===== src/rtl/alu_issue.sv =====
// alu_issue: sequential front-end for a single-cycle combinational ALU.
// Decodes RV32I R-type/I-type requests into alu_control, registers the operands
// into the ALU, captures result/zero one cycle later and queues them in a
// DEPTH-entry response FIFO. A request accepted in cycle N is visible on rsp_* from N+2.
// Ports:
//   clk, rst                      single clock, synchronous active-high reset
//   req_valid/req_ready           request handshake; ready = (count + in-flight) < DEPTH
//   req_opcode/funct3/funct7_5    decoded instruction fields
//   req_rs1/req_rs2/req_imm       operands (imm already sign-extended)
//   alu_a/alu_b/alu_control       registered drive into the ALU
//   alu_result/alu_zero           combinational ALU response
//   rsp_valid/rsp_ready           response handshake, head-of-FIFO
//   rsp_result/rsp_zero/rsp_illegal  head entry contents
// Optional: define ALU_ISSUE_OPCOUNT_EN to add op_count (legal accepts) and
// illegal_count (illegal accepts) outputs.
module alu_issue #(
  parameter int DEPTH = 2,
  parameter int XLEN  = 32
) (
  input  logic            clk,
  input  logic            rst,
  input  logic            req_valid,
  output logic            req_ready,
  input  logic [6:0]      req_opcode,
  input  logic [2:0]      req_funct3,
  input  logic            req_funct7_5,
  input  logic [XLEN-1:0] req_rs1,
  input  logic [XLEN-1:0] req_rs2,
  input  logic [XLEN-1:0] req_imm,
  output logic [XLEN-1:0] alu_a,
  output logic [XLEN-1:0] alu_b,
  output logic [3:0]      alu_control,
  input  logic [XLEN-1:0] alu_result,
  input  logic            alu_zero,
  output logic            rsp_valid,
  input  logic            rsp_ready,
  output logic [XLEN-1:0] rsp_result,
  output logic            rsp_zero,
  output logic            rsp_illegal
`ifdef ALU_ISSUE_OPCOUNT_EN
  ,
  output logic [31:0]     op_count,
  output logic [15:0]     illegal_count
`endif
);

  localparam int PW = (DEPTH > 1) ? $clog2(DEPTH) : 1;
  localparam int CW = $clog2(DEPTH + 1);

  localparam logic [6:0] OP_R = 7'b0110011;
  localparam logic [6:0] OP_I = 7'b0010011;

  localparam logic [3:0] C_ADD  = 4'b0000;
  localparam logic [3:0] C_SUB  = 4'b0001;
  localparam logic [3:0] C_SLL  = 4'b0010;
  localparam logic [3:0] C_SLT  = 4'b0011;
  localparam logic [3:0] C_SLTU = 4'b0100;
  localparam logic [3:0] C_XOR  = 4'b0101;
  localparam logic [3:0] C_SRL  = 4'b0110;
  localparam logic [3:0] C_SRA  = 4'b0111;
  localparam logic [3:0] C_OR   = 4'b1000;
  localparam logic [3:0] C_AND  = 4'b1001;

  logic            dec_legal;
  logic            dec_use_imm;
  logic [3:0]      dec_ctrl;
  logic            accept;
  logic            inflight;
  logic            inflight_illegal;
  logic            push;
  logic            pop;
  logic [PW-1:0]   wr_ptr;
  logic [PW-1:0]   rd_ptr;
  logic [CW-1:0]   count;
  logic [CW:0]     occ;
  logic [XLEN-1:0] res_mem [DEPTH];
  logic            zero_mem [DEPTH];
  logic            ill_mem [DEPTH];

  always_comb begin
    dec_legal   = 1'b1;
    dec_use_imm = 1'b0;
    dec_ctrl    = C_ADD;
    if (req_opcode == OP_I) begin
      dec_use_imm = 1'b1;
    end else if (req_opcode != OP_R) begin
      dec_legal = 1'b0;
    end
    case (req_funct3)
      3'b000:  dec_ctrl = (req_opcode == OP_R && req_funct7_5) ? C_SUB : C_ADD;
      3'b001:  dec_ctrl = C_SLL;
      3'b010:  dec_ctrl = C_SLT;
      3'b011:  dec_ctrl = C_SLTU;
      3'b100:  dec_ctrl = C_XOR;
      3'b101:  dec_ctrl = req_funct7_5 ? C_SRA : C_SRL;
      3'b110:  dec_ctrl = C_OR;
      default: dec_ctrl = C_AND;
    endcase
  end

  // The in-flight slot is reserved at accept time, so the FIFO can never be
  // pushed while full. Ready deliberately ignores a same-cycle pop.
  assign occ       = {1'b0, count} + {{CW{1'b0}}, inflight};
  assign req_ready = occ < (CW + 1)'(DEPTH);
  assign accept    = req_valid && req_ready;
  assign push      = inflight;
  assign pop       = rsp_ready && (count != '0);

  assign rsp_valid   = (count != '0);
  assign rsp_result  = res_mem[rd_ptr];
  assign rsp_zero    = zero_mem[rd_ptr];
  assign rsp_illegal = ill_mem[rd_ptr];

  always_ff @(posedge clk) begin
    if (rst) begin
      alu_a            <= '0;
      alu_b            <= '0;
      alu_control      <= C_ADD;
      inflight         <= 1'b0;
      inflight_illegal <= 1'b0;
      wr_ptr           <= '0;
      rd_ptr           <= '0;
      count            <= '0;
      for (int i = 0; i < DEPTH; i++) begin
        res_mem[i]  <= '0;
        zero_mem[i] <= 1'b0;
        ill_mem[i]  <= 1'b0;
      end
    end else begin
      inflight         <= accept;
      inflight_illegal <= accept && !dec_legal;
      // Illegal requests leave the ALU drive untouched.
      if (accept && dec_legal) begin
        alu_a       <= req_rs1;
        alu_b       <= dec_use_imm ? req_imm : req_rs2;
        alu_control <= dec_ctrl;
      end
      if (push) begin
        res_mem[wr_ptr]  <= inflight_illegal ? '0 : alu_result;
        zero_mem[wr_ptr] <= inflight_illegal ? 1'b0 : alu_zero;
        ill_mem[wr_ptr]  <= inflight_illegal;
        wr_ptr <= (wr_ptr == PW'(DEPTH - 1)) ? '0 : wr_ptr + PW'(1);
      end
      if (pop) begin
        rd_ptr <= (rd_ptr == PW'(DEPTH - 1)) ? '0 : rd_ptr + PW'(1);
      end
      case ({push, pop})
        2'b10:   count <= count + CW'(1);
        2'b01:   count <= count - CW'(1);
        default: count <= count;
      endcase
    end
  end

`ifdef ALU_ISSUE_OPCOUNT_EN
  always_ff @(posedge clk) begin
    if (rst) begin
      op_count      <= '0;
      illegal_count <= '0;
    end else if (accept) begin
      if (dec_legal) op_count      <= op_count + 32'd1;
      else           illegal_count <= illegal_count + 16'd1;
    end
  end
`endif

  a_no_overflow: assert property (@(posedge clk) disable iff (rst)
    !(push && count == CW'(DEPTH)));

endmodule

===== config.mk =====
export PLATFORM = sky130hd
export DESIGN_NAME = alu_issue
export DESIGN_NICKNAME = d
export VERILOG_FILES = /design/src/rtl/alu_issue.sv
export SDC_FILE = /design/constraint.sdc
export NUM_CORES = 1
export LEC_CHECK = 0
export ABC_CLOCK_PERIOD_IN_PS = 4650
export CORE_MARGIN = 8
export CORE_UTILIZATION = 30
export DETAILED_ROUTE_END_ITERATION = 16
export SLEW_MARGIN = 0
export SYNTH_ARGS = -nofsm -noshare
export SYNTH_HDL_FRONTEND = slang
export SYNTH_SLANG_ARGS = --single-unit

===== constraint.sdc =====
create_clock -name clk -period 4.65 [get_ports clk]
set_input_delay 0.93 -clock clk [delete_from_list [all_inputs] [get_ports clk]]
set_output_delay 0.93 -clock clk [all_outputs]
set_load 0.1 [all_outputs]

[After elaboration in Yosys (flattened, before gate mapping)]
Memory sizes are Yosys's and may differ from the RTL's. A register that Yosys moved wholly into a read port is not among the register bits.
Cells that the tools add are included.
Cells by class
  add/sub/neg operators: 5
  multipliers: 0
  divide/modulo/power cells: 0
  $lt $le $gt $ge: 1
  equal/unequal tests: 11
  shifts and indexed selects: 0
  mux-type cells: 32
  bitwise operators: 0
  reductions and logical operators: 12
Operators with widths (count)
  32-bit 2-to-1 mux: 3
  32-bit OR reduction: 1
  4-bit one-hot mux with 7 select lines: 1
  1-bit 2-to-1 mux: 27
  3-bit == test, second input constant: 3
  7-bit by 5-bit == test with 1-bit output, second input constant: 1
  7-bit by 6-bit == test with 1-bit output, second input constant: 1
  7-bit by 6-bit inequality test with 1-bit output, second input constant: 1
  3-bit by 2-bit == test with 1-bit output, second input constant: 2
  1-bit logical AND: 5
  2-bit one-hot mux with 2 select lines: 1
  2-bit nonzero test: 2
  2-bit by 1-bit adder with 3-bit output: 1
  3-bit by 1-bit == test with 1-bit output, second input constant: 1
  3-bit zero test: 1
  3-bit by 2-bit less-than comparator with 1-bit output, second input constant: 1
  1-bit adder, second input constant: 2
  2-bit by 1-bit adder with 2-bit output, second input constant: 1
  2-bit by 1-bit == test with 1-bit output, second input constant: 1
  2-bit == test, second input constant: 1
  1-bit OR reduction: 2
  2-bit by 1-bit subtractor with 2-bit output, second input constant: 1
  1-bit zero test: 1
Storage, ports and cells
  bits in registers: 74
  latch bits: 0
  bits in writable memories: 68
  memory bits (read-only): 0
  logic and storage cells: 72
  memories kept: 3
Memories
  res_mem: depth 2, width 32, rd ports 1, clocked after memory_dff 1, wr ports 2, RTL line 76  | logic [XLEN-1:0] res_mem [DEPTH];
  ill_mem: depth 2, width 1, rd ports 1, clocked after memory_dff 1, wr ports 2, RTL line 78  | logic ill_mem [DEPTH];
  zero_mem: depth 2, width 1, rd ports 1, clocked after memory_dff 1, wr ports 2, RTL line 77  | logic zero_mem [DEPTH];

[Longest topological paths before layout]
Gate-level depths: netlist of run 1.
  word-level depth: 5
  depth in mapped cells: 7

[Worst setup path before layout of run 1]
Ideal clock, no wire load.
  path kind: input-to-reg
  start: in rst
  end: mem ill_mem[0] (enable)
  library setup time: 0.432 ns
  arrival: 2.298 ns
  required time: 4.218 ns
  setup slack: 1.919 ns
  stages: 3
  buffers on the path: 2
  cell sequence: clkbuf_1 clkbuf_1 o21bai_1
RTL lines
  from (decl): RTL line 21  | input logic rst,
  to (decl): RTL line 78

[Worst setup path after layout of run 1]
  start: reg inflight
  end: out req_ready
On the way
  word-level cells in the longest chain between the ends: 2
Ends and longest elaborated chain
  from (decl): RTL line 68  | logic inflight;
  from (signal assigned): RTL line 130  | inflight <= accept;
  2-bit by 1-bit adder with 3-bit output: RTL line 103  | assign occ = {1'b0, count} + {{CW{1'b0}}, inflight};
  3-bit by 2-bit less-than comparator with 1-bit output: RTL line 104  | assign req_ready = occ < (CW + 1)'(DEPTH);
  to (decl): RTL line 23  | output logic req_ready,
Every way passes these cells.

==> results.toml, run 1 <==
[final_layout]
ff_latch_area_um2 = 3543
diodes = 0
fin_nets = 936
multi_input_area_um2 = 2650
fin_area_um2 = 9639
area_delta_synth_final_pct = 50.26
layout-drive-gt1-share_pct = 14.80
fillerInstances = 1941

[floorplan]
ios = 248
floorplan.initialDensity_pct = 30.52
placementRows = 53
core-area_um2 = 21020
dieWidth_um = 162.2
fp.dieH_um = 162.2
die_area_um2 = 26320

[clock_tree]
clk_pin_slew_ps = 60
cts_made_buffers = 17
cts_tree = "built"
clockBufferDepth = 2
cts-resized-gates = 0
clk_latency_ps = 410
cts.htree.levels = 4
root_buffer = "clkbuf_16"
holdBufCountCts = 0
numClockSinks = 143
postCtsSetupBuffers = 0

[worst_setup_path]
crit_buf_inv = 2
slowest_delay_ps = 1220
endpoint_kind = "output pin"
crit_path_cell_trace = "a21oi_2, buf_4, clkdlybuf4s50_1"
worstPathRequired_ps = 3720
cp.arrival_ps = 2480
path_delay_family = "buffers and inverters"
cp-start-kind = "register"
crit_slowest_cell = "clkdlybuf4s50_1"
crit_fanout = 37
path_class = "register to output pin"

[placed_design]
gp_congestion = 0.7684
place_area_um2 = 9001
dpl.hpwl_um = 13910
port_buffers = 247

[timing]
drv_slew = 0
finClkSkew_ps = 9.959
setup_tns_ps = 0
rsz0062_at_grt = "false"
fmax_mhz = 293.2
fin_crit_ps = 3411
fin_crit_sh_pct = 73.35
slew_headroom_pct = 28.22
setup_violations = 0
hold_viol = 0
worst_pin_slew_ps = 1070

[logic_synthesis]
synthFlopType = "dfxtp_1"
synthCells = 567
synth_cell_types = 34
avgSynthCellArea_um2 = 11.31
synth_most_common_cell = "dfxtp_1"
synth_nets = 712
yosysWarnings = 0
yosysTopAreaCell = "edfxtp_1"
async_flop_share_pct = 0
netlist.area_leader.share_pct = 31.83
synth_edf_count = 68
syn-cell-area_um2 = 6415
ys_seq_area_share_pct = 55.24
yosys-top-cells-count = "dfxtp_1 (75), nor2_1 (73), edfxtp_1 (68), nand2b_1 (66), mux2i_1 (65)"
synth-seq-cells = 143
synth_area_leaders = "edfxtp_1 (32%), dfxtp_1 (23%), mux2i_1 (10%), nand2b_1 (6.4%), mux2_2 (6.1%)"

[route]
drc = 0
wl_per_cell_um = 17.90
finalWirelength_um = 19310
vias_per_cell = 4.744
vias = 5119
drt_iter0_markers = 217
ant_nets = 0
first_pass_iters = 4

[global_routing]
grt_pass1_vias = 5633
grt_pass1_wl_um = 30140
gr-usage-all-layers_pct = 14.57
grt_max_degree = 66
antenna_found_initial = 0
overflow = 0

[outcome]
status = "completed"

[pwr]
leakage_nw = 3.494
p_per_area_nw_per_um2 = 438.1
peakVddDrop_uv = 223.5

[run]
drv_cap = 0

[worst_hold_path]
hold_path_class = "register to register"
final timing paths:
check	slack, ps	from	end	cells past startpoint
setup / recovery	1240	inflight	req_ready	3
setup reg to reg	2330	inflight	alu_a[1]	5
hold reg to reg	470	alu_a[14]	alu_a[14]	2
hold / removal	470	alu_a[14]	alu_a[14]	2
sequential cells by signal (all words and copies together), names as in the netlist, named ones only:
| signal | count |
|---|---|
| ill_mem | 2 |
| wr_ptr | 1 |
| inflight | 1 |
| inflight_illegal | 1 |
| count | 2 |
| alu_b | 32 |
| alu_control | 4 |
| zero_mem | 2 |
| rd_ptr | 1 |
| alu_a | 32 |
| res_mem | 64 |
layout make-up:
| type | count | share of cell area [%] |
|---|---|---|
| clock inverter | 7 | 0.5711 |
| inverter | 3 | 0.1168 |
| tap | 275 | 3.570 |
| sequential | 143 | 36.76 |
| multi-input combinational | 369 | 27.49 |
| clock buffer | 25 | 6.049 |
| timing repair buffer | 257 | 25.44 |
power by group:
group / internal, mW / switching (mW) / leakage [nW] / total (mW)
sequential: 1.40 / 0.0306 / 1.32 / 1.43
clock: 0.880 / 0.536 / 0.312 / 1.42
combinational: 0.394 / 0.984 / 1.86 / 1.38
tightest hold or removal path: cells and delay by family (launching register included):
family	cells	cell delay (ps)
DFF	1	310
and+or+nand+nor	1	60
muxes	1	50
metal layers:
layer	part of all wire [%]	global-route usage, %	wire length [um]	vias to the layer above
met1	41	16.21	7859	2423
li1	-	-	-	2490
met5	0	0	0	-
met3	9.2	6.657	1776	12
met4	1.1	4.588	217	0
met2	49	24.38	9460	194
logic make-up after synthesis:
kind of cell               share of synthesized area [%]
AOI/OAI and AO/OA                                  9.694
xor gates and xnor gates                          0.5462
adders and majority gates                         0.1950
buffers and inverters                              3.686
DFF                                                55.24
muxes                                              16.29
and+or+nand+nor                                    14.36
metrics by stage:
stage / utilization, % / hold slack [ps] / instances / setup WS [ps] / total power [mW]
global placement: 42.82 / 459.4 / 1047 / 1205 / 2.833
floorplan: - / 480.9 / 567 / 1919 / 2.471
detailed placement: 42.82 / 465.2 / 1047 / 1113 / 2.847
CTS: 45.85 / 476.4 / 1079 / 1191 / 4.270
finish: 45.85 / 474.1 / 1079 / 1239 / 4.223
global route: 45.85 / 493.4 / 1079 / 1141 / 4.379
placed cells by master, fill, tap and decap left out, types with 2 or more instances in the layout:
| master | count |
|---|---|
| nor2_1 | 73 |
| nand3b_1 | 3 |
| buf_2 | 2 |
| clkdlybuf4s50_1 | 211 |
| dfxtp_1 | 75 |
| or3_1 | 2 |
| inv_6 | 3 |
| buf_4 | 44 |
| a41oi_1 | 34 |
| xnor2_1 | 3 |
| edfxtp_1 | 68 |
| nand2_1 | 35 |
| clkbuf_8 | 2 |
| mux2i_1 | 65 |
| mux2_2 | 35 |
| nand2b_1 | 65 |
| o21ai_0 | 2 |
| a211oi_1 | 35 |
| inv_1 | 2 |
| clkinvlp_4 | 2 |
| a21oi_1 | 2 |
| clkbuf_16 | 22 |
(Power assumes the default switching activity.)
==> run 2: changes to the inputs <==
--- a/config.mk
+++ b/config.mk
@@ -5,7 +5,7 @@
 export SDC_FILE = /design/constraint.sdc
 export NUM_CORES = 1
 export LEC_CHECK = 0
-export ABC_CLOCK_PERIOD_IN_PS = 4650
+export ABC_CLOCK_PERIOD_IN_PS = 2800
 export CORE_MARGIN = 8
 export CORE_UTILIZATION = 30
 export DETAILED_ROUTE_END_ITERATION = 16
==> constraint.sdc (replaced) <==
create_clock -name clk -period 2.8 [get_ports clk]
set_input_delay 0.56 -clock clk [delete_from_list [all_inputs] [get_ports clk]]
set_output_delay 0.56 -clock clk [all_outputs]
set_load 0.1 [all_outputs]
==> results.toml, run 2 (synthesis gave the netlist of run 1 again) <==
[placed_design]
gp_congestion = 0.7640
dpl.hpwl_um = 14450
place_area_um2 = 9346
port_buffers = 247
dp_slack_ps = 400.0

[pwr]
clock_power_share_pct = 30.5
leakage_nw = 3.792
p_int_mw = 4.705
total_switching_power_mw = 2.632
p_per_area_nw_per_um2 = 738.6
share_comb_of_total_power_pct = 37.1
seq_power_share_pct = 32.3
peakVddDrop_uv = 512.8
switching_share_pct = 35.88

[clock_tree]
cts_tree = "built"
clockBufferDepth = 2
cts-resized-gates = 0
postCtsSetupBuffers = 0
root_buffer = "clkbuf_16"
numClockSinks = 143
clk_latency_ps = 410
clk_pin_slew_ps = 60
cts_made_buffers = 17
holdBufCountCts = 0
cts.htree.levels = 4

[global_routing]
antenna_found_initial = 1
overflow = 0
grt_pass1_vias = 5625
grt_pass1_wl_um = 30580
grt_max_degree = 60
gr-usage-all-layers_pct = 14.86

[route]
wl_per_cell_um = 18.25
ant_nets = 0
vias = 5208
first_pass_iters = 4
drc = 0
finalWirelength_um = 19820
drt_iter0_markers = 196
vias_per_cell = 4.796

[floorplan]
fp.dieH_um = 162.2
dieWidth_um = 162.2
ios = 248
core-area_um2 = 21020
placementRows = 53
floorplan.initialDensity_pct = 30.52
die_area_um2 = 26320

[timing]
fin_crit_ps = 2322
fin_crit_sh_pct = 82.91
rsz0062_at_grt = "false"
worst_slack_ps = 478.5
drv_slew = 0
finClkSkew_ps = 8.735
fmax_mhz = 430.8
setup_violations = 0
slew_headroom_pct = 28.35
hold_viol = 0
setup_tns_ps = 0
worst_pin_slew_ps = 1072

[worst_setup_path]
cp-start-kind = "register"
path_class = "register to output pin"
r2r_setup_slack_ps = 860
reg2regPathDepth = 4
crit_slowest_cell = "mux2_2"
endpoint_kind = "output pin"
rr_endpoint = "alu_b[13]"
crit_fanout = 34
endpoint = "rsp_result[19]"
crit_path_cell_trace = "buf_4, mux2_2, buf_12"
cp.arrival_ps = 1760
worstPathRequired_ps = 2240
reg2reg_from = "count[0]"
slowest_delay_ps = 440

[final_layout]
fillerInstances = 1847
final_cell_mix = "clkdlybuf4s50_1 (141), buf_4 (82), dfxtp_1 (75)"
max_flop_register = "res_mem"
final_common_cell = "clkdlybuf4s50_1"
fin_nets = 942
area_delta_synth_final_pct = 54.87
layout-drive-gt1-share_pct = 23.70
largest_reg_flops = 64
fin_area_um2 = 9935
reg_top3 = "res_mem: 64 flops, alu_a: 32 flops, alu_b: 32 flops"

[outcome]
status = "completed"

[worst_hold_path]
hold_path_class = "input port to register"

[run]
drv_cap = 0
run 2: per-layer routing:
layer	track usage [%]	part of all wire [%]
met1	16.95	41
met2	24.60	49
met3	6.682	9.0
met4	4.335	1.2
met5	0	0
run 2: worst min path at each step:
stage,end,cells after the start,from,slack [ps]
2_1_floorplan,register,2,rd_ptr,480
3_3_place_gp,alu_a[8],2,alu_a[8],460
3_5_place_dp,alu_control[3],2,alu_control[3],470
4_1_cts,wr_ptr,2,rst,350
5_1_grt,wr_ptr,2,rst,360
6_report,wr_ptr,2,rst,380
run 2: cell type report:
class	instances	area (um^2)	share of cell area (%)
tap	275	344.1	3.463
inverter	3	11.26	0.1134
antenna	1	2.502	0.02519
sequential	143	3543	35.67
timing repair buffer	263	2798	28.16
clock inverter	9	107.6	1.083
multi-input combinational	369	2650	26.68
clock buffer	23	478.0	4.811
run 2: stage by stage:
step | hold slack (ps) | instances | total power, mW | util [%]
global route | 363.3 | 1086 | 7.614 | 47.26
floorplan | 480.9 | 567 | 4.104 | -
finish | 377.1 | 1086 | 7.337 | 47.26
detailed placement | 467.7 | 1053 | 5.162 | 44.46
CTS | 348.1 | 1085 | 7.435 | 47.25
global placement | 459.3 | 1053 | 5.135 | 44.46
run 2: power by group through the flow:
stage	combinational, mW	sequential, mW	clock [mW]
after global placement	2.72	2.41	0
after global routing	2.83	2.39	2.40
after CTS	2.75	2.37	2.31
after floorplan	1.65	2.46	0
final	2.72	2.37	2.24
after detailed placement	2.74	2.42	0
run 2: worst max-delay path: cells and delay by family (launching register included):
| kind | cells | cell delay, ps |
|---|---|---|
| buffers and inverters | 2 | 580 |
| muxes | 1 | 440 |
| DFF | 1 | 310 |
==> run 3: changes to the inputs <==
--- a/config.mk
+++ b/config.mk
@@ -5,7 +5,7 @@
 export SDC_FILE = /design/constraint.sdc
 export NUM_CORES = 1
 export LEC_CHECK = 0
-export ABC_CLOCK_PERIOD_IN_PS = 2800
+export ABC_CLOCK_PERIOD_IN_PS = 2100
 export CORE_MARGIN = 8
 export CORE_UTILIZATION = 30
 export DETAILED_ROUTE_END_ITERATION = 16
==> constraint.sdc (replaced) <==
create_clock -name clk -period 2.1 [get_ports clk]
set_input_delay 0.42 -clock clk [delete_from_list [all_inputs] [get_ports clk]]
set_output_delay 0.42 -clock clk [all_outputs]
set_load 0.1 [all_outputs]
==> results.toml, run 3 (synthesis gave the netlist of run 1 again) <==
[route]
drc = 0
drt_iter0_markers = 168
vias = 5214
vias_per_cell = 4.770
wl_per_cell_um = 17.79
finalWirelength_um = 19450
ant_nets = 0
first_pass_iters = 4

[final_layout]
utilization_pct = 47.66
area_delta_synth_final_pct = 56.19
diodes = 0
layout-drive-gt1-share_pct = 24.82
fin_nets = 950
largest_reg_flops = 64
final_common_cell = "clkdlybuf4s50_1"
reg_top3 = "res_mem: 64 flops, alu_a: 32 flops, alu_b: 32 flops"
max_flop_register = "res_mem"
final_cell_mix = "clkdlybuf4s50_1 (141), buf_4 (87), dfxtp_1 (75)"
fin_area_um2 = 10020

[clock_tree]
clk_latency_ps = 420
root_buffer = "clkbuf_16"
numClockSinks = 143
clockBufferDepth = 2
postCtsSetupBuffers = 0
cts.htree.levels = 4
holdBufCountCts = 0
clk_pin_slew_ps = 60
cts_tree = "built"
cts_made_buffers = 17
cts-resized-gates = 0

[worst_setup_path]
cp_common_cell = "buf_12"
crit_buf_inv = 2
crit_path_cell_trace = "buf_12, mux2_2, buf_12"
worstPathRequired_ps = 1680
cp-start-kind = "register"
path_class = "register to output pin"
slowest_delay_ps = 400
endpoint_kind = "output pin"
crit_slowest_cell = "mux2_2"
reg2regPathDepth = 5
cp.arrival_ps = 1590
r2r_setup_slack_ps = 520
rr_endpoint = "alu_a[26]"
crit_fanout = 34
path_delay_family = "buffers and inverters"
reg2reg_from = "count[0]"

[floorplan]
dieWidth_um = 162.2
ios = 248
die_area_um2 = 26320
fp.dieH_um = 162.2
placementRows = 53
core-area_um2 = 21020
floorplan.initialDensity_pct = 30.52

[placed_design]
dpl.hpwl_um = 14280
port_buffers = 247
gp_congestion = 0.7885
place_area_um2 = 9444

[timing]
fin_crit_sh_pct = 95.87
rsz0062_at_grt = "false"
fin_crit_ps = 2013
setup_violations = 0
worst_pin_slew_ps = 474.8
hold_viol = 0
slew_headroom_pct = 68.34
finClkSkew_ps = 6.153
fmax_mhz = 496.7
drv_slew = 0

[global_routing]
antenna_found_initial = 0
overflow = 0
grt_pass1_vias = 5699
grt_max_degree = 71
gr-usage-all-layers_pct = 14.75
grt_pass1_wl_um = 30620

[worst_hold_path]
holdPathEnd = "alu_a[25]"
hold_depth = 2
hp-start = "alu_a[25]"
hold_path_class = "register to register"

[run]
drv_cap = 0

[pwr]
p_per_area_nw_per_um2 = 977.0
peakVddDrop_uv = 506.9
leakage_nw = 3.824

[outcome]
status = "completed"
run 3: how the worst max path moves through the flow:
stage                                end  slack (ps)  depth (start not counted)
after global placement    alu_control[0]         -40                          5
after global routing      rsp_result[17]           7                          3
final                     rsp_result[15]          90                          3
after CTS                 rsp_result[23]          50                          3
after detailed placement        alu_b[7]        -110                          5
after floorplan              rsp_illegal         220                          3
run 3: layout make-up:
class / instances / area [um^2]
clock inverters: 15 / 150.1
fillers: 1891 / 11000
multi-input cells: 369 / 2650
clock buffers: 17 / 425.4
inverters: 3 / 11.26
repair buffers: 271 / 2895
flip-flops and latches: 143 / 3543
well taps: 275 / 344.1
run 3: where the power goes:
group | internal (mW) | leakage (nW) | total (mW) | switching [mW]
clock network | 1.67 | 0.272 | 2.94 | 1.28
registers | 3.09 | 1.32 | 3.17 | 0.0745
logic | 1.39 | 2.24 | 3.68 | 2.29
run 3: tightest hold or removal path: stages, from the launching register on:
cell and delay, ps:
dfxtp_1 320, nand2b_1 60, mux2i_1 50
run 3: metal layers:
metal	up-vias	track usage [%]	routed length (um)
met2	199	25.59	9864
met1	2483	16.10	7754
met3	16	6.277	1605
met4	0	4.251	221
met5	-	0	0
li1	2516	-	-
run 3: metrics by stage:
step,hold slack (ps),setup WS [ps],power [mW],TNS (ps),cells
after floorplan,480.9,216.6,5.473,0,567
after global placement,462.3,-37.39,6.906,-415.1,1061
after detailed placement,463.8,-108.2,6.931,-2091,1061
after CTS,480.5,49.27,9.906,0,1093
after global routing,500.1,7.417,10.17,0,1093
final,475.7,86.76,9.789,0,1093
